--- src/rtl/inst_queue.sv ---
// Instruction queue between fetcher and decoder: in-order circular buffer with
// a registered almost-full stall, sticky overflow flag and synchronous flush.
module inst_queue #(
    parameter int unsigned DEPTH_LOG    = 3,
    parameter int unsigned ADDR_WIDTH   = 32,
    parameter int unsigned INST_WIDTH   = 32,
    parameter int unsigned AFULL_MARGIN = 2
) (
    input  logic                  clk_in,
    input  logic                  rst_in,
    input  logic                  rdy_in,
    input  logic                  clr_in,
    input  logic                  if_to_iq_valid,
    input  logic [ADDR_WIDTH-1:0] if_to_iq_PC,
    input  logic [INST_WIDTH-1:0] if_to_iq_inst,
    input  logic                  if_to_iq_pred_br,
    output logic                  iq_to_if_stall,
    input  logic                  dc_to_iq_ready,
    output logic                  iq_to_dc_valid,
    output logic [ADDR_WIDTH-1:0] iq_to_dc_PC,
    output logic [INST_WIDTH-1:0] iq_to_dc_inst,
    output logic [6:0]            iq_to_dc_opType,
    output logic                  iq_to_dc_pred_br,
    output logic [DEPTH_LOG:0]    iq_count,
    output logic                  iq_overflow
);

    localparam int unsigned DEPTH = 1 << DEPTH_LOG;
    localparam int unsigned EW    = ADDR_WIDTH + INST_WIDTH + 1;
    localparam logic [DEPTH_LOG:0] StallThresh = (DEPTH_LOG + 1)'(DEPTH - AFULL_MARGIN);

    // Entry layout: {pred_br, PC, inst}
    logic [EW-1:0] mem_q [DEPTH];

    logic [DEPTH_LOG:0] head_q, head_d;
    logic [DEPTH_LOG:0] tail_q, tail_d;
    logic [DEPTH_LOG:0] count_q, count_d;
    logic [DEPTH_LOG:0] count_nxt;
    logic               stall_q, stall_d;
    logic               ovf_q, ovf_d;
    logic               empty, full, pop, push, wr_en;
    logic [EW-1:0]      head_entry;

    always_comb begin
        empty     = (head_q == tail_q);
        full      = (head_q[DEPTH_LOG-1:0] == tail_q[DEPTH_LOG-1:0]) &&
                    (head_q[DEPTH_LOG] != tail_q[DEPTH_LOG]);
        pop       = !empty && dc_to_iq_ready;
        push      = if_to_iq_valid && (!full || pop);
        count_nxt = count_q + (DEPTH_LOG + 1)'(push) - (DEPTH_LOG + 1)'(pop);

        head_d  = head_q;
        tail_d  = tail_q;
        count_d = count_q;
        stall_d = stall_q;
        ovf_d   = ovf_q;
        wr_en   = 1'b0;

        if (rdy_in) begin
            if (clr_in) begin
                head_d  = '0;
                tail_d  = '0;
                count_d = '0;
                stall_d = 1'b0;
            end else begin
                if (push) begin
                    wr_en  = 1'b1;
                    tail_d = tail_q + 1'b1;
                end
                if (pop) begin
                    head_d = head_q + 1'b1;
                end
                count_d = count_nxt;
                stall_d = (count_nxt >= StallThresh);
                if (if_to_iq_valid && full && !pop) begin
                    ovf_d = 1'b1;
                end
            end
        end
    end

    always_ff @(posedge clk_in or negedge rst_in) begin
        if (!rst_in) begin
            head_q  <= '0;
            tail_q  <= '0;
            count_q <= '0;
            stall_q <= 1'b0;
            ovf_q   <= 1'b0;
        end else begin
            head_q  <= head_d;
            tail_q  <= tail_d;
            count_q <= count_d;
            stall_q <= stall_d;
            ovf_q   <= ovf_d;
        end
    end

    // Entry storage carries no reset.
    always_ff @(posedge clk_in) begin
        if (wr_en) begin
            mem_q[tail_q[DEPTH_LOG-1:0]] <= {if_to_iq_pred_br, if_to_iq_PC, if_to_iq_inst};
        end
    end

    always_comb begin
        head_entry       = mem_q[head_q[DEPTH_LOG-1:0]];
        iq_to_dc_valid   = !empty;
        iq_to_dc_inst    = head_entry[INST_WIDTH-1:0];
        iq_to_dc_PC      = head_entry[INST_WIDTH +: ADDR_WIDTH];
        iq_to_dc_pred_br = head_entry[EW-1];
        iq_to_dc_opType  = head_entry[6:0];
        iq_to_if_stall   = stall_q;
        iq_count         = count_q;
        iq_overflow      = ovf_q;
    end

endmodule
--- config.mk ---
export PLATFORM = sky130hd
export DESIGN_NAME = inst_queue
export DESIGN_NICKNAME = d
export VERILOG_FILES = /design/src/rtl/inst_queue.sv
export SDC_FILE = /design/constraint.sdc
export NUM_CORES = 1
export LEC_CHECK = 0
export CAP_MARGIN = 20
export CORE_MARGIN = 3
export CORE_UTILIZATION = 60
export CTS_BUF_LIST = sky130_fd_sc_hd__clkbuf_4
export DETAILED_ROUTE_END_ITERATION = 8
export DONT_BUFFER_PORTS = 1
export GPL_TIMING_DRIVEN = 0
export HOLD_SLACK_MARGIN = 0.03
export PLACE_DENSITY = 0.8
export SLEW_MARGIN = 10
export SYNTH_ARGS = -nofsm -noshare
export SYNTH_HDL_FRONTEND = slang
export SYNTH_SLANG_ARGS = --single-unit
--- constraint.sdc ---
create_clock -name clk_in -period 9.55 [get_ports clk_in]
set_input_delay 1.4325 -clock clk_in [delete_from_list [all_inputs] [get_ports clk_in]]
set_output_delay 1.4325 -clock clk_in [all_outputs]
set_load 0.01 [all_outputs]
==> insert_results.sql <==
INSERT INTO impl_metrics (metric_group, metric, value, unit) VALUES
('detailed_routing', 'route.detailed.drc', '0', ''),
('synth', 'asyncSetResetFlopFracSynth', '2.62', '%'),
('layout', 'finalNetCount', '1131', ''),
('floorplan', 'initial_utilization', '61.0', '%'),
('sta', 'timing.slew.headroom', '42.1', '%'),
('pwr', 'p_int', '4.27', 'mW'),
('clocking', 'cts_root_buf', 'sky130_fd_sc_hd__clkbuf_4', ''),
('synth', 'post-synth-top-area-cell', 'sky130_fd_sc_hd__edfxtp_1', ''),
('synth', 'post_synth_edffs', '520', ''),
('worst_setup_path', 'setup.worst_path.start_class', 'flip-flop', ''),
('synth', 'synthCells', '866', ''),
('job', 'max_cap_violations', '0', ''),
('worst_setup_path', 'timing.critical_path.arrival', '3210', 'ps'),
('sta', 'timing.setup.tns', '0', 'ps'),
('synth', 'yosys-top-cells-area', 'sky130_fd_sc_hd__edfxtp_1, sky130_fd_sc_hd__mux4_2, sky130_fd_sc_hd__mux2_2', ''),
('layout', 'layout_commonest_cell', 'sky130_fd_sc_hd__edfxtp_1', ''),
('pwr', 'report.power.total', '5.75', 'mW'),
('pwr', 'power_frac_comb', '19.8', '%'),
('worst_setup_path', 'cp.required', '8120', 'ps'),
('clocking', 'clk_path_buf_depth', '3', ''),
('clocking', 'clkSinkCount', '534', ''),
('sta', 'fin_crit_sh', '48.6', '%'),
('place', 'dp_cells', '1367', ''),
('sta', 'timing.final.setup_violations', '0', ''),
('synth', 'synth_cell_types', '46', ''),
('pwr', 'part_of_the_power_in_registers', '46.4', '%'),
('run_status', 'status', 'finished clean', ''),
('worst_setup_path', 'timing.rr.start', 'head_q[0]', ''),
('worst_setup_path', 'r2r-end', 'mem_q[0][45]', ''),
('min_path', 'hold_class', 'in2async', ''),
('floorplan', 'die_h', '191', 'um'),
('floorplan', 'die_area', '36500', 'um2'),
('detailed_routing', 'antenna_left', '0', ''),
('sta', 'fmax', '215', 'MHz'),
('layout', 'finalInstanceArea', '23500', 'um2'),
('worst_setup_path', 'cp-end-kind', 'primary output', ''),
('pwr', 'clock_power_share', '33.8', '%'),
('clocking', 'cts_repair_resize_count', '0', ''),
('clocking', 'cts_tree', 'done', ''),
('pwr', 'vdd_drop_max', '0.131', 'mV'),
('sta', 'grt_setup_unrepaired', 'false', ''),
('layout', 'area_growth_from_synthesis_to_layout', '14.2', '%'),
('global_routing', 'grt_start_max_net_pins', '35', ''),
('clocking', 'cts-htree-levels', '4', ''),
('pwr', 'power.static_leakage', '7.58', 'nW'),
('clocking', 'cts-buffers-inserted', '133', ''),
('global_routing', 'wire_length_of_the_first_global_routing_pass', '62300', 'um'),
('detailed_routing', 'detail_route.first_pass.iterations', '4', ''),
('detailed_routing', 'detail_route.wirelength', '41400', 'um'),
('floorplan', 'top_level_i_o_count', '150', ''),
('global_routing', 'grt_antenna_before_repair', '1', ''),
('sta', 'worst_slew_pin_slew', '869', 'ps'),
('worst_setup_path', 'reg2reg_setup_slack', '6580', 'ps'),
('detailed_routing', 'detailroute.via_count', '9662', ''),
('sta', 'final_hold_violating_endpoints', '0', ''),
('synth', 'syn-mean-instance-area', '23.8', 'um2'),
('floorplan', 'die_width', '191', 'um'),
('global_routing', 'grt_util_overall', '23.5', '%'),
('synth', 'ys_ff_latch', '534', ''),
('place', 'hpwlAfterDp', '26100', 'um'),
('layout', 'layout_cells_sized_above_1', '42.6', '%'),
('sta', 'report.final.slew_viol_count', '0', ''),
('layout', 'final_cell_mix', 'sky130_fd_sc_hd__edfxtp_1, sky130_fd_sc_hd__clkbuf_4, sky130_fd_sc_hd__mux4_2', ''),
('detailed_routing', 'post_drt_via_cell_ratio', '6.02', ''),
('pwr', 'netSwitchingPower', '1.48', 'mW'),
('synth', 'synth.yosys.seq_area_share', '77.6', '%'),
('worst_setup_path', 'timing.reg2reg.worst_path_depth', '9', ''),
('synth', 'syn_nets', '943', ''),
('floorplan', 'core_region_area', '33700', 'um2'),
('layout', 'final_cells', '1605', ''),
('detailed_routing', 'drt_iter0_drc', '817', '');
==> cell families after synthesis <==
family,Yosys count,synth area share [%]
buffers and inverters,55,1.52
multiplexers,196,17.8
flip-flops,534,77.6
XOR/XNOR,8,0.505
adder cells (fa/ha/maj),6,0.401
AND/OR/NAND/NOR,44,1.13
AO/OA/AOI/OAI,23,0.991
==> worst max-delay path by stage <==
stage,cells past startpoint,from,endpoint
floorplan,3,dc_to_iq_ready,mem_q[3][0]
global placement,3,rdy_in,mem_q[3][45]
detailed placement,6,head_q[1],iq_to_dc_opType[6]
CTS,6,head_q[1],iq_to_dc_opType[6]
global route,6,head_q[1],iq_to_dc_opType[6]
finish,6,head_q[1],iq_to_dc_opType[6]
==> cells in the mapped netlist (2+ instances only) <==
library cell / instances
sky130_fd_sc_hd__nor3_1: 4
sky130_fd_sc_hd__ha_1: 5
sky130_fd_sc_hd__nor2_1: 8
sky130_fd_sc_hd__buf_2: 10
sky130_fd_sc_hd__buf_6: 7
sky130_fd_sc_hd__buf_1: 6
sky130_fd_sc_hd__xnor2_1: 4
sky130_fd_sc_hd__o2bb2ai_1: 2
sky130_fd_sc_hd__a31o_2: 2
sky130_fd_sc_hd__a221o_1: 3
sky130_fd_sc_hd__clkbuf_1: 15
sky130_fd_sc_hd__nor4_1: 3
sky130_fd_sc_hd__mux4_2: 130
sky130_fd_sc_hd__nand3_1: 5
sky130_fd_sc_hd__dfrtp_1: 14
sky130_fd_sc_hd__inv_1: 5
sky130_fd_sc_hd__buf_4: 11
sky130_fd_sc_hd__nand2_1: 10
sky130_fd_sc_hd__nor3b_1: 4
sky130_fd_sc_hd__edfxtp_1: 520
sky130_fd_sc_hd__o311ai_1: 2
sky130_fd_sc_hd__a21oi_1: 3
sky130_fd_sc_hd__mux2_2: 65
sky130_fd_sc_hd__nor2b_1: 4
sky130_fd_sc_hd__xor2_2: 2
sky130_fd_sc_hd__and3b_1: 2
==> cell type report <==
class,instances,area [um2]
Fill cell,2011,10200
Clock inverter,51,402
Multi-Input combinational cell,277,4330
Sequential cell,534,16000
Antenna cell,5,12.5
Inverter,6,22.5
Buffer,49,290
Clock buffer,182,1370
Timing Repair Buffer,53,529
Tap cell,448,561
==> sequential cells by signal (all words and copies together), names as in the netlist <==
| register | cells |
|---|---|
| head_q | 4 |
| iq_count | 4 |
| iq_overflow | 1 |
| iq_to_if_stall | 1 |
| mem_q | 520 |
| tail_q | 4 |
==> worst max-delay path, stage by stage (launching register included) <==
cell	delay, ps
sky130_fd_sc_hd__dfrtp_1	350
sky130_fd_sc_hd__buf_4	220
sky130_fd_sc_hd__buf_2	360
sky130_fd_sc_hd__buf_1	620
sky130_fd_sc_hd__mux4_2	410
sky130_fd_sc_hd__mux2_2	320
sky130_fd_sc_hd__buf_4	160
==> stage by stage <==
step / utilization [%] / hold WS [ps] / setup WS (ps)
floorplan: - / 512 / 1010
global placement: 62.7 / 522 / -5250
detailed placement: 64.4 / 543 / 5640
CTS: 69.6 / 251 / 4780
global route: 69.7 / 241 / 4670
finish: 69.7 / 323 / 4910
==> per-layer routing <==
layer / GRT usage, % / vias to the layer above / share of wire (%)
met3: 8.09 / 60 / 8.7
met2: 36.3 / 402 / 49
met4: 7.96 / 0 / 1.8
met5: 0 / - / 0
li1: - / 4134 / -
met1: 32.1 / 5066 / 41
==> power by group through the flow <==
stage	Sequential [mW]	Combinational, mW	Clock [mW]
detailed placement	2.72	1.16	0
floorplan	2.72	0.899	0
global route	2.67	1.23	2.13
CTS	2.67	1.16	2.00
finish	2.67	1.14	1.94
global placement	2.73	1.13	0
Power figures use the tool's default switching activity.
